## src/rtl/game_pkg.sv

```systemverilog
// Shared 24-game types: card width, hand shape, dealer state encoding.
// Latency: n/a (types and constants only).
// Backpressure: n/a.
package game_pkg;

    localparam int CARD_W    = 4;
    localparam int NUM_CARDS = 4;
    localparam int MIN_VAL   = 1;
    localparam int MAX_VAL   = 9;
    localparam int STRIDE    = 4;
    localparam int MAX_TRIES = 32;

    typedef enum logic [1:0] {
        ST_IDLE = 2'd0,
        ST_FILL = 2'd1,
        ST_DONE = 2'd2,
        ST_ERR  = 2'd3
    } dealer_state_t;

    // Packed hand: card i occupies bits [CARD_W*i +: CARD_W].
    typedef logic [NUM_CARDS-1:0][CARD_W-1:0] hand_t;

endpackage

```

## src/rtl/card_range_check.sv

```systemverilog
// Combinational legality test of a card nibble against [MIN_V, MAX_V].
// Latency: 0 cycles (pure combinational).
// Backpressure: none.
module card_range_check
    import game_pkg::*;
#(
    parameter int MIN_V = MIN_VAL,
    parameter int MAX_V = MAX_VAL
) (
    input  logic [CARD_W-1:0] val,
    output logic              legal
);

    localparam logic [CARD_W-1:0] LO = CARD_W'(MIN_V);
    localparam logic [CARD_W-1:0] HI = CARD_W'(MAX_V);

    // Unsigned 4-bit window compare; out-of-range nibbles simply reject.
    assign legal = (val >= LO) && (val <= HI);

endmodule

```

## src/rtl/card_dealer.sv

```systemverilog
// Deals NUM_CARDS legal card values from the LFSR by strided rejection sampling.
// Latency: NUM_CARDS*STRIDE cycles from deal_req edge to cards_valid when every sample is legal.
// Backpressure: hand is held in DONE until cards_ack or a new deal_req; LFSR throttled via rand_en.
module card_dealer
    import game_pkg::*;
#(
    parameter int NUM_CARDS = game_pkg::NUM_CARDS,
    parameter int MIN_VAL   = game_pkg::MIN_VAL,
    parameter int MAX_VAL   = game_pkg::MAX_VAL,
    parameter int STRIDE    = game_pkg::STRIDE,
    parameter int MAX_TRIES = game_pkg::MAX_TRIES
) (
    input  logic                    clk,
    input  logic                    rst,
    input  logic                    deal_req,
    input  logic                    cards_ack,
    input  logic [3:0]              rand_in,
    output logic                    rand_en,
    output logic [4*NUM_CARDS-1:0]  cards_out,
    output logic                    cards_valid,
    output logic                    busy,
    output logic                    error
);

    localparam int IDX_W    = (NUM_CARDS > 1) ? $clog2(NUM_CARDS) : 1;
    localparam int STRIDE_W = (STRIDE > 1) ? $clog2(STRIDE) : 1;
    localparam int TRIES_W  = $clog2(MAX_TRIES + 1);

    localparam logic [IDX_W-1:0]    IDX_LAST    = IDX_W'(NUM_CARDS - 1);
    localparam logic [STRIDE_W-1:0] STRIDE_LAST = STRIDE_W'(STRIDE - 1);
    localparam logic [TRIES_W-1:0]  TRIES_MAX   = TRIES_W'(MAX_TRIES);

    typedef logic [NUM_CARDS-1:0][CARD_W-1:0] dealer_hand_t;

    dealer_state_t state_q, state_d;
    logic [IDX_W-1:0]    idx_q, idx_d;
    logic [STRIDE_W-1:0] stride_q, stride_d;
    logic [TRIES_W-1:0]  tries_q, tries_d;
    dealer_hand_t        shadow_q, shadow_d;
    dealer_hand_t        cards_out_q, cards_out_d;
    logic                cards_valid_q, cards_valid_d;
    logic                error_q, error_d;

    dealer_hand_t hand_next;
    logic         sample_legal;
    logic         eval_edge;

    card_range_check #(
        .MIN_V (MIN_VAL),
        .MAX_V (MAX_VAL)
    ) u_range (
        .val   (rand_in),
        .legal (sample_legal)
    );

    // LFSR advances and busy are decoded straight from the registered state.
    assign rand_en     = (state_q == ST_FILL);
    assign busy        = (state_q == ST_FILL);
    assign cards_out   = cards_out_q;
    assign cards_valid = cards_valid_q;
    assign error       = error_q;

    // Next-state: stride/tries counting, shadow fill, atomic hand publish.
    always_comb begin
        state_d     = state_q;
        idx_d       = idx_q;
        stride_d    = stride_q;
        tries_d     = tries_q;
        shadow_d    = shadow_q;
        cards_out_d = cards_out_q;
        eval_edge   = (stride_q == STRIDE_LAST);
        hand_next   = shadow_q;
        hand_next[idx_q] = rand_in;

        case (state_q)
            ST_IDLE, ST_DONE, ST_ERR: begin
                if (deal_req) begin
                    state_d  = ST_FILL;
                    idx_d    = '0;
                    stride_d = '0;
                    tries_d  = '0;
                end else if (state_q == ST_DONE && cards_ack) begin
                    state_d = ST_IDLE;
                end
            end
            ST_FILL: begin
                stride_d = eval_edge ? '0 : stride_q + 1'b1;
                if (eval_edge) begin
                    tries_d = tries_q + 1'b1;
                    if (sample_legal) begin
                        shadow_d = hand_next;
                        if (idx_q == IDX_LAST) begin
                            // Whole hand lands in one edge so cards_out is never partial.
                            cards_out_d = hand_next;
                            state_d     = ST_DONE;
                        end else begin
                            idx_d = idx_q + 1'b1;
                        end
                    end
                    // Completion on the last allowed try still wins over the error.
                    if (state_d != ST_DONE && tries_d == TRIES_MAX) begin
                        state_d = ST_ERR;
                    end
                end
            end
            default: state_d = ST_IDLE;
        endcase

        cards_valid_d = (state_d == ST_DONE);
        error_d       = (state_d == ST_ERR);
    end

    // State and registered outputs; synchronous reset abandons any deal in flight.
    always_ff @(posedge clk) begin
        if (rst) begin
            state_q       <= ST_IDLE;
            idx_q         <= '0;
            stride_q      <= '0;
            tries_q       <= '0;
            shadow_q      <= '0;
            cards_out_q   <= '0;
            cards_valid_q <= 1'b0;
            error_q       <= 1'b0;
        end else begin
            state_q       <= state_d;
            idx_q         <= idx_d;
            stride_q      <= stride_d;
            tries_q       <= tries_d;
            shadow_q      <= shadow_d;
            cards_out_q   <= cards_out_d;
            cards_valid_q <= cards_valid_d;
            error_q       <= error_d;
        end
    end

endmodule

```

## config.mk

```make
export PLATFORM = sky130hd
export DESIGN_NAME = card_dealer
export DESIGN_NICKNAME = d
export VERILOG_FILES = /design/src/rtl/game_pkg.sv /design/src/rtl/card_range_check.sv /design/src/rtl/card_dealer.sv
export SDC_FILE = /design/constraint.sdc
export NUM_CORES = 1
export LEC_CHECK = 0
export ABC_AREA = 1
export CORE_MARGIN = 2
export CORE_UTILIZATION = 50
export CTS_BUF_LIST = sky130_fd_sc_hd__clkbuf_8
export DETAILED_ROUTE_END_ITERATION = 6
export MAX_ROUTING_LAYER = met4
export PLACE_DENSITY = 0.81
export RECOVER_POWER = 25
export SYNTH_ARGS = -nofsm -noshare
export SYNTH_HDL_FRONTEND = slang
export SYNTH_SLANG_ARGS = --single-unit
```

## constraint.sdc

```tcl
create_clock -name clk -period 1.29 [get_ports clk]
set_input_delay 0.258 -clock clk [delete_from_list [all_inputs] [get_ports clk]]
set_output_delay 0.258 -clock clk [all_outputs]
set_load 0.01 [all_outputs]
```

* Yosys cells after proc, flatten, opt, wreduce, memory -nomap -nowiden
Cells that the tools add are included.
Storage, ports and cells: word-level logic and storage cells 66, output and inout port bits 20, bits in registers 46, input port bits 8
Operators by class: reduce and logical (&&, ||, !) cells 10, $lt $le $gt $ge 4, equal/unequal tests 13, muxes and demuxes 22, add/subtract/negate cells 3
Operator list (count):
- $mux 2 | 13
- $bwmux 16 | 1
- $eq 2x2->1 const B | 6
- $mux 6 | 2
- $pmux 2 s2 | 3
- $pmux 6 s2 | 1
- $demux 4 s2 | 1
- $reduce_and 4->1 | 2
- $add 6x1->6 const B | 1
- $eq 6x6->1 const B | 1
- $ne 2x2->1 const B | 3
- $add 2x1->2 const B | 2
- $ge 4x1->1 const B | 1
- $le 4x4->1 const B | 1
- $logic_and 1x1->1 | 4
- $mux 4 | 1
- $ne 2x1->1 const B | 2
- $lt 2x3->1 const B | 1
- $reduce_and 3->1 | 1
- $reduce_or 3->1 | 1
- $eq 2x1->1 const B | 1
- $ge 2x1->1 const B | 1
- $logic_not 2->1 | 1
- $reduce_and 2->1 | 1

* Logic depth before layout (Yosys ltp)
word-level depth 11, gate-level depth with buffers 10, depth with buffers taken out 10

* By module
A second synthesis with hierarchy kept.
Unflattened totals: cells, all modules 261, area total of the unflattened synthesis 1916.8 um^2
By module, submodules not included:
- card_dealer | cells each 254, times used 1, area an instance 1889.3 um^2
- card_range_check | cells each 7, times used 1, area an instance 27.5 um^2

* Worst setup path after synthesis
Ideal clock, no wire load.
path kind flip-flop to flip-flop, start reg state_q[0], end reg shadow_q[11] (netlist name), stages on the path, launching flop included 9, slack -43 ps, arrival 1214 ps, period minus slack after synthesis 1333 ps, path through dfxtp_1 -> inv_2 -> nor2_4 -> inv_2 -> nor2_8 -> nand2_1 -> buf_2 -> o21ai_0 -> a21oi_1
On the way: longest elaborated chain between the ends 2
Ends and longest elaborated chain:
- from (decl) | RTL line card_dealer.sv:35 | dealer_state_t state_q, state_d;
- from (signal assigned) | RTL line card_dealer.sv:125 | state_q <= state_d;
- $eq 2x1->1
- named net busy | RTL line card_dealer.sv:21 | output logic busy,
- $reduce_and 3->1 (no source line)
- to (signal assigned) | RTL line card_dealer.sv:129 | shadow_q <= shadow_d;
- to (decl) | RTL line card_dealer.sv:39 | dealer_hand_t shadow_q, shadow_d;
The timed path passes the listed nets, and every way through them passes these cells. A chain may end at the register's enable or synchronous reset.

* Worst setup path in the final report
start reg state_q[0], end reg cards_out_q, in the netlist cards_out[11]
On the way: longest elaborated chain between the ends 2
Ends and longest elaborated chain:
- $eq 2x1->1 | RTL line card_dealer.sv:75 | case (state_q)
- $reduce_and 4->1 (no source line)
- to (signal assigned) | RTL line card_dealer.sv:130 | cards_out_q <= cards_out_d;
- to (decl) | RTL line card_dealer.sv:40 | dealer_hand_t cards_out_q, cards_out_d;
Every way passes these cells.

==> impl.org <==
** Synthesis
- Of the total synthesized cell area, the portion taken by full adders, half adders and majority gates is 0.0461.
- Of the total synthesized cell area, the portion taken by XOR and XNOR cells is 0.
- Counting distinct cell types in the post-synthesis netlist gives 22.
- The synthesized netlist occupies a cell area of 1900 sq um.
- Leading post-synthesis cells by instance count :: sky130_fd_sc_hd__nand2_1 (77), sky130_fd_sc_hd__dfxtp_1 (42), sky130_fd_sc_hd__a21oi_1 (40)
- Post-synth net total :: 275
- Cell type with the largest total area after synthesis :: sky130_fd_sc_hd__dfxtp_1
- Synthesized netlist cell count :: 260
- Number of flops mapped to enable cells by yosys :: 0
- Area fraction of the dominant cell type after synthesis :: 0.442
- Yosys warnings :: 0
- By area, the combinational part of the netlist is dominated by simple AND/OR/NAND/NOR gates.
- Sequential fraction of the synthesis area :: 0.442
- Top cells by area, synth :: sky130_fd_sc_hd__dfxtp_1 (44%), sky130_fd_sc_hd__nand2_1 (15%), sky130_fd_sc_hd__a21oi_1 (11%), sky130_fd_sc_hd__o21ai_0 (6.1%), sky130_fd_sc_hd__inv_1 (5.7%)
- Of the total synthesized cell area, the portion taken by AND, OR, NAND and NOR gates is 0.219.
- Synth Area in Compound Gates :: 0.181
- Main flop type after synthesis :: sky130_fd_sc_hd__dfxtp_1
- Most frequently used cell type in the post-synthesis netlist :: sky130_fd_sc_hd__nand2_1
- Share of synthesized flip-flops with an asynchronous set or reset :: 0
- Number of flip-flops and latches in the synthesized netlist :: 42
- Syn avg cell area :: 7.31 sq um
- Of the post-synthesis cell area, the part taken by muxes is 0.0178.

** STA
- Across the routed clock network, the largest skew measured is 8.63 ps.
- Max-Slew Margin vs Limit :: 0.630
- F_max :: 717 MHz
- The worst path in the final design needs a cycle of 1390 ps, including I/O delays and setup.
- In the final timing run, aggregate negative setup slack is -1040 ps.
- Of the available clock period, the critical path in the final layout requires 1.08.
- RSZ-0062 raised after global routing :: yes
- Final count of hold timing violations :: 0
- Once routing completed, OpenROAD measured the worst setup slack at -105 ps.
- Setup violations remaining at the end of the flow were counted as 30.
- The final number of max-transition violations came to 0.
- Pin slew with the least headroom to its limit :: 555 ps

** Pwr
- Internal power :: 2.00 mW
- Max VDD drop :: 612 uV
- Proportion of power drawn by the clock network :: 0.395
- The analysis attributes to net switching a power of 647 uW.
- The share of total power dissipated in sequential elements is 0.495.
- Of the total power, the share spent switching nets is 0.245.
- Static leakage :: 1.19 nW
- Combinational share of power :: 0.110
- Cell Pwr Density :: 953 nW/um^2

** Placement
- DP HPWL :: 3.02 mm
- Port Buf Inserts :: 27
- Final weighted congestion in routability-driven placement :: 0.860
- After detailed placement, the total cell area comes to 2370 sq um.

** Worst setup path
- The most critical setup path has its endpoint at cards_out[11].
- Critical Path Sink Type :: register
- Required time of the critical path :: 1480 ps
- Logic depth of the worst register-to-register path :: 8
- Crit Path Category :: reg -> reg
- Crit start category :: register
- Arrival time at the worst endpoint :: 1590 ps
- The largest single stage delay on the critical path is 350 ps.
- On the critical path, the stage with the largest delay is an instance of sky130_fd_sc_hd__dfxtp_2.
- The number of buffers and inverters on the critical path is 3.
- The worst register-to-register path ends at cards_out[11].
- Along the worst path, the maximum fanout reaches 7.
- Startpoint of the most critical register-to-register path :: state_q[0]
- Total stage count of the critical path :: 8
- In this design, the largest share of critical-path delay is due to simple AND/OR/NAND/NOR gates.
- Traced cell by cell, the critical path runs through inv_2 -> nor2_4 -> inv_4 -> nor2_8 -> nand3_4 -> buf_6 -> nand2_1 -> a21oi_1.
- The critical path starts at state_q[0].
- For flop-to-flop paths, the worst setup slack is -100 ps.

** Clock tree
- After clock tree synthesis, the clock-pin slew on the worst setup and hold paths is 80 ps.
- The root buffer cell chosen for the clock tree is sky130_fd_sc_hd__clkbuf_8.
- Hold buffers post-CTS :: 0
- TritonCTS created 5 clock buffers.
- The clock passes through at most 2 buffers.
- The later pin in the worst-skew pair is clocked with a latency of 310 ps.
- H-tree depth reported by CTS :: 2
- TritonCTS built the clock tree.
- Clock sink total :: 42

** Global route
- Entering global routing, the biggest net connects 19 pins.
- Across every metal layer, demand over resource in global routing totals 0.260.
- Vias in the first global route :: 1846
- After global routing the overflow that remains totals 0.
- Number of antenna violations at the first check in global routing :: 0
- Wire length of the first global-routing pass :: 8.32 mm

** Status
- Violations in the final reports :: design-rule violations, negative setup slack
- The flow ran to the end, but the final reports show violations.

** Route
- DRC violation total after the first TritonRoute iteration :: 273
- Remaining routing DRC violations :: 1
- Count of TritonRoute iterations in the first routing pass :: 7
- After detailed routing, the average wire length per cell comes to 14.7 um.
- DRT Wirelength :: 5.49 mm
- Per-cell via count in the routed design :: 5.47
- Number of nets with antenna violations after detailed routing :: 0
- Summing over every cut layer, the via total after detailed routing is 2047.

** Die
- In this run the vertical extent of the chip is 65.7 um.
- The floorplan step defined a die boundary enclosing 4310 sq um.
- For this configuration, the core starts out at a cell density of 0.519.
- In this run the count of I/O pins placed on the die edge is 28.
- Measured along the x axis, the die boundary spans 65.7 um.
- The floorplan has 22 rows.
- In this run the standard cell core region covers 3660 sq um.

** Final layout
- Count of nets after finishing :: 340
- Final design instance area without fill :: 2780 sq um
- In the final layout, the share of cells above drive strength 1 is 0.328.
- Number of antenna diodes :: 0
- Synthesis-to-layout area growth :: 46.1%

** Hold path
- The worst hold path belongs to the class reg -> reg.

** Run
- Max capacitance violation total :: 0
[logic make-up (layout without fill, tap and decap cells)]
logic type / after synthesis / in the layout
AOI/OAI and AO/OA: 68 / 68
adders and majority gates: 7 / 7
buffers and inverters: 43 / 108
DFF: 42 / 42
muxes: 3 / 3
and+or+nand+nor: 97 / 98
[worst min path at each step]
stage	start	to	slack, ps	cells after the start
detailed placement	shadow_q[11]	shadow_q[11]	440	2
finish	cards_out[13]	cards_out[13]	450	2
global route	cards_out[14]	cards_out[14]	480	2
global placement	cards_out[13]	cards_out[13]	430	2
CTS	cards_out[13]	cards_out[13]	450	2
floorplan	rand_in[3]	cards_out[15]	400	2
[tightest hold or removal path, cell delays in order, from the launching register on]
cell and delay [ps]:
sky130_fd_sc_hd__dfxtp_1 310, sky130_fd_sc_hd__inv_1 50, sky130_fd_sc_hd__a21oi_1 50
[stage by stage]
| stage | instances | worst slack [ps] | utilization | power, mW | hold WS, ps |
|---|---|---|---|---|---|
| 2_1_floorplan | 260 | -42.3 | - | 1.45 | 401 |
| 3_3_place_gp | 350 | -444 | 0.647 | 1.55 | 432 |
| 3_5_place_dp | 350 | -457 | 0.647 | 1.55 | 443 |
| 4_1_cts | 369 | -79.9 | 0.719 | 2.61 | 455 |
| 5_1_grt | 374 | -146 | 0.758 | 2.73 | 480 |
| 6_report | 374 | -105 | 0.758 | 2.65 | 450 |
[layout by cell type, fill, tap and decap left out, types with 3 or more instances in the layout]
cell / instances
sky130_fd_sc_hd__nand3_1: 4
sky130_fd_sc_hd__clkbuf_8: 5
sky130_fd_sc_hd__dfxtp_1: 34
sky130_fd_sc_hd__o21ai_2: 6
sky130_fd_sc_hd__clkdlybuf4s50_1: 3
sky130_fd_sc_hd__buf_6: 8
sky130_fd_sc_hd__a21oi_2: 5
sky130_fd_sc_hd__o21ai_1: 15
sky130_fd_sc_hd__buf_4: 31
sky130_fd_sc_hd__dlygate4sd2_1: 22
sky130_fd_sc_hd__ha_4: 4
sky130_fd_sc_hd__mux2_2: 3
sky130_fd_sc_hd__nand2_1: 67
sky130_fd_sc_hd__inv_1: 24
sky130_fd_sc_hd__nand2_2: 8
sky130_fd_sc_hd__inv_2: 8
sky130_fd_sc_hd__nor2_1: 5
sky130_fd_sc_hd__dfxtp_2: 6
sky130_fd_sc_hd__o21ai_0: 5
sky130_fd_sc_hd__nand4_1: 3
sky130_fd_sc_hd__a21oi_1: 35
[power groups by stage]
stage | Clock, mW | Sequential (mW) | Combinational [mW]
floorplan | 0 | 1.34 | 0.105
global placement | 0 | 1.34 | 0.208
detailed placement | 0 | 1.34 | 0.212
CTS | 1.06 | 1.31 | 0.247
global route | 1.11 | 1.31 | 0.309
finish | 1.05 | 1.31 | 0.290
[state kept, by name, indices dropped and copies added, names as in the netlist, named ones only]
name	cells
cards_out	16
shadow_q	12
tries_q	6
idx_q	2
stride_q	2
cards_valid	1
error	1
state_q	1
[timing repair]
action	CTS	global route
endpoints found under the setup margin	59	42
setup buffers	9	5
gates resized for setup	72	37
cloned	2	1
pin swaps	7	10
[final cells by class]
| type | count | area [sq um] |
|---|---|---|
| clock buffer | 5 | 68.8 |
| clock inverter | 3 | 41.3 |
| fill | 245 | 885 |
| inverter | 33 | 134 |
| multi-input combinational | 176 | 1060 |
| sequential | 42 | 856 |
| tap | 48 | 60.1 |
| timing repair buffer | 66 | 556 |
| timing repair inverter | 1 | 3.75 |
[routing by layer]
| metal | up-vias | share of wire | GRT usage | wire length [um] |
|---|---|---|---|---|
| met5 | - | 0 | - | 0 |
| met4 | 0 | 0.033 | 0.135 | 179 |
| met3 | 24 | 0.080 | 0.0582 | 438 |
| met2 | 100 | 0.49 | 0.400 | 2670 |
| met1 | 955 | 0.40 | 0.318 | 2210 |
| li1 | 968 | - | - | - |
(Power assumes the default switching activity.)
==> RTL edit 1, RTL diff (same settings) <==
The output `error` loses its register stage (`error_q` becomes a continuous assignment).
--- a/src/rtl/card_dealer.sv
+++ b/src/rtl/card_dealer.sv
@@ -120,7 +120,6 @@
             shadow_q      <= '0;
             cards_out_q   <= '0;
             cards_valid_q <= 1'b0;
-            error_q       <= 1'b0;
         end else begin
             state_q       <= state_d;
             idx_q         <= idx_d;
@@ -129,9 +128,10 @@
             shadow_q      <= shadow_d;
             cards_out_q   <= cards_out_d;
             cards_valid_q <= cards_valid_d;
-            error_q       <= error_d;
         end
     end
 
+    assign error_q = error_d;
+
 endmodule
 
Function: no difference found for any inputs over 10 cycles, from zero or initial values and one cycle with rst high; that may be too few to reach the edited logic, so the function may still have changed.
==> RTL edit 1 against the unedited design <==
- the flow finishes with violations (setup timing)
- area after synthesis fell by 1.4%
- wire length grew 49%
- worst setup slack got worse by 0.64 ns
- core utilization up 13 points
- cell area rose by 16%
- non-clock buffer count grew 12
- sequential cell count decreased by 1
- via count up 13%
- total power up 3.8%
==> RTL edit 1: results (changes against the unedited design) <==
outcome: "complete, but fails checks"
violations: "setup timing"
largest_register_ffs: 16  # unchanged
grt_pass1_wl_um: 9411  # +13%
peakVddDrop_v: 0.0007556  # +23%
relSlewSlack_pct: 73.35  # +10 points
drt-pass1-iter-count: 5  # -2
p_leak_nw: 1.400  # +17%
setup_viol: 44  # +47%
skew_ns: 0.01346  # +0.004830 ns
synthesis.nets: 272  # -1.1%
netlist-cell-type-count: 21  # -4.5%
drive_gt1_share_pct: 49.25  # +16 points
place_ws_ns: -1.129  # -0.6713 ns
ff2ff_path_depth: 11  # +3
fin_ws_ns: -0.7461  # -0.6413 ns
hold_depth: 3  # +1
htree_levels: 2  # unchanged
grt_start_max_net_pins: 17  # -2
root_buffer: "clkbuf_8"
whs_ns: 0.3390  # -0.1112 ns
globalplace.congestion: 0.8219  # -4.4%
post_dp_cell_area_um2: 2415  # +2.0%
synth_area_leaders: "dfxtp_1 (44%), nand2_1 (15%), a21oi_1 (11%), o21ai_0 (6.9%), inv_1 (5.8%)"
async_flop_share_pct: 0  # unchanged
hpwl_um: 2984  # -1.3%
port_buffers: 27  # unchanged
track_usage_pct: 29.97  # +4.0 points
hp-class: "input pin to register"
drt_wl_total_um: 8164  # +49%
cp.arrival_ns: 1.78  # +0.19 ns
worstPathMaxFanout: 4  # -3
fin_nets: 348  # +2.4%
fin_setup_tns_ns: -10.02  # -8.982 ns
min-delay-start: "rand_in[1]"
viasPerCell: 6.050  # +11%
whs_endpoint: "cards_out[13]"
first_iter_violations: 299  # +9.5%
r2r_end: "idx_q[0]"
ys_seq_area_share_pct: 43.79  # -0.45 points
fillers: 136  # -44%
r2r-start: "state_q[0]"
grt_pass1_vias: 2060  # +12%
antenna_found_initial: 0  # unchanged
r2r_slack_ns: -0.38  # -0.28 ns
synth_commonest_cells: "nand2_1 (76), a21oi_1 (43), dfxtp_1 (41), inv_1 (29), o21ai_0 (26)"
RTL edit 1: cells by family after synthesis:
kind of cell / synth area share, %
AOI/OAI and AO/OA: 19.36
buffers and inverters: 9.279
and+or+nand+nor: 21.09
muxes: 1.802
adders and majority gates: 4.673
DFF: 43.79
RTL edit 1: area by class of cell:
type	instances	area, µm²	share of cell area, %
repair buffers	78	805.8	25.03
multi-input cells	174	1245	38.67
clock inverters	2	35.03	1.088
clock buffers	5	68.82	2.138
repair inverters	1	16.27	0.5052
flip-flops and latches	41	835.8	25.96
well taps	48	60.06	1.866
inverters	32	152.6	4.742
RTL edit 1: layer usage:
metal  wire [µm]  GRT usage (%)
met5           0              -
met4         495          15.10
met3         695          7.705
met2        3757          48.85
met1        3216          34.20
RTL edit 1: what timing repair did:
| action | in CTS | in global routing |
|---|---|---|
| gates resized for setup | 98 | 98 |
| setup endpoints to repair | 53 | 44 |
| pin swaps | 15 | 19 |
| setup buffers | 13 | 9 |
| gates cloned | 4 | 1 |
RTL edit 1: power breakdown:
part	total, mW	switching, mW	internal, mW
registers	1.28	0.0104	1.27
clock network	1.05	0.483	0.563
logic	0.417	0.237	0.180
RTL edit 1: worst max-delay path by stage:
stage                    start  endpoint  slack [ns]
global route        tries_q[0]     error       -0.80
global placement    rand_in[2]     error       -1.01
floorplan           tries_q[1]     error       -0.13
detailed placement  rand_in[2]     error       -1.13
finish              tries_q[0]     error       -0.75
CTS                 tries_q[0]     error       -0.62
RTL edit 1: stage by stage:
stage                     util, %  instances
after floorplan                 -        257
after global placement      66.46        350
after detailed placement    66.46        350
after CTS                   78.31        374
after global routing        88.60        381
final                       88.60        381
RTL edit 1: worst max-delay path, stage by stage (launching register included):
cell	delay, ns
dfxtp_4	0.38
ha_4	0.18
inv_2	0.05
nand2_2	0.07
nand2_2	0.09
nand2_2	0.07
a21oi_2	0.12
nand3_2	0.09
nand2_2	0.08
nand2_2	0.08
a21oi_2	0.11
buf_2	0.14
==> RTL edit 2, RTL diff (config.mk and constraints unchanged) <==
Made on the original files. `STRIDE`: 4 -> 8.
--- a/src/rtl/game_pkg.sv
+++ b/src/rtl/game_pkg.sv
@@ -7,7 +7,7 @@
     localparam int NUM_CARDS = 4;
     localparam int MIN_VAL   = 1;
     localparam int MAX_VAL   = 9;
-    localparam int STRIDE    = 4;
+    localparam int STRIDE    = 8;
     localparam int MAX_TRIES = 32;
 
     typedef enum logic [1:0] {
Behaviour: same outputs for any inputs over 10 cycles, from zero or initial values and one cycle with rst high; that may be too few to reach the edited logic, so the function may still have changed.
==> RTL edit 2 against the unedited design <==
- the run ends with setup timing left
- wire length increased by 23%
- cell count is 0.80% higher
- sequential cell count is 1 higher
- cell area grew 11%
- area after synthesis grew 2.6%
- total power increased by 0.54%
- core utilization grew 7.4 points
- worst setup slack got worse by 0.036 ns
- critical path type unchanged
==> RTL edit 2: results (changes against the unedited design) <==
min-delay-start: "cards_out[12]"
cp.arrival_ns: 1.67  # +0.08 ns
cts.clk_slew.worst_paths_ns: 0.09
place_ws_ns: -0.5453  # -0.08804 ns
peakVddDrop_v: 0.0009294  # +52%
whs_ns: 0.4456  # -0.004587 ns
synth-xor-area-share_pct: 0.4493  # +0.45 points
ys_seq_area_share_pct: 44.16  # -0.080 points
whs_endpoint: "cards_out[12]"
outcome: "complete, but fails checks"
grt_pass1_wl_um: 9232  # +11%
synthesis.nets: 277  # +0.73%
seq_power_share_pct: 50.7  # +1.2 points
synth_area_leaders: "dfxtp_1 (44%), a21oi_1 (10%), inv_1 (8.7%), nand2_1 (8.5%), o21ai_0 (8.5%)"
track_usage_pct: 28.97  # +3.0 points
crit_end: "shadow_q[9]"
worstPathMaxFanout: 8  # +1
final_cells: 377  # +0.80%
grt_start_max_net_pins: 33  # +14
fin_ws_ns: -0.1406  # -0.03582 ns
wl_per_cell_um: 17.91  # +22%
grt_pass1_vias: 2023  # +9.6%
netlist-cell-type-count: 24  # +9.1%
fillers: 217  # -11%
crit_type: "register to register"
setup_viol: 36  # +20%
p_comb_share_pct: 13.8  # +2.8 points
powerDensity_nw_per_um2: 859.9  # -9.7%
violations: "setup timing"
relSlewSlack_pct: 79.39  # +16 points
ff2ff_path_depth: 6  # -2
synth_commonest_cells: "inv_1 (45), nand2_1 (44), dfxtp_1 (43), a21oi_1 (40), o21ai_0 (33)"
r2r-start: "idx_q[1]"
synth_compound_area_share_pct: 22.66  # +4.6 points
synth_mux_area_share_pct: 0  # -1.8 points
first_iter_violations: 226  # -17%
viasPerCell: 5.714  # +4.4%
fin_setup_tns_ns: -2.624  # -1.582 ns
globalplace.congestion: 0.8103  # -5.7%
hpwl_um: 3086  # +2.1%
syn_area_per_cell_um2: 7.469  # +2.2%
drt-pass1-iter-count: 5  # -2
skew_ns: 0.01451  # +0.005887 ns
fin_nets: 344  # +1.2%
crit_start: "idx_q[1]"
p_int_mw: 1.972  # -1.3%
drive_gt1_share_pct: 42.55  # +9.7 points
dp_cells: 356  # +1.7%
synthAdderAreaFrac_pct: 5.135  # +0.53 points
post_dp_cell_area_um2: 2495  # +5.3%
p_leak_nw: 1.278  # +7.0%
[RTL edit 2: critical path: stages (launching register included)]
cell and delay (ns):
dfxtp_1 0.38, buf_4 0.13, ha_2 0.28, nand2_1 0.09, o21ai_1 0.19, o21ai_0 0.15, a21oi_1 0.14
[RTL edit 2: layer usage]
metal | global-route usage [%] | share of wire [%] | vias up
li1 | - | - | 978
met1 | 30.18 | 39 | 990
met2 | 50.13 | 49 | 141
met3 | 7.496 | 6.9 | 45
met4 | 15.05 | 5.0 | 0
met5 | - | 0 | -
[RTL edit 2: what timing repair did]
action	CTS	global route
endpoints found under the setup margin	56	43
hold buffers	0	0
buffers inserted	5	4
gates cloned	4	0
pin swaps	16	12
hold endpoints to repair	0	0
gates resized for setup	113	53
[RTL edit 2: layout make-up]
class                      count  area [µm²]  area share (%)
multi-input combinational    164        1240           40.09
sequential                    43       870.8           28.16
timing repair buffer          67       638.1           20.63
inverter                      47       183.9           5.947
clock buffer                   7       96.34           3.115
tap                           48       60.06           1.942
clock inverter                 1       3.754          0.1214
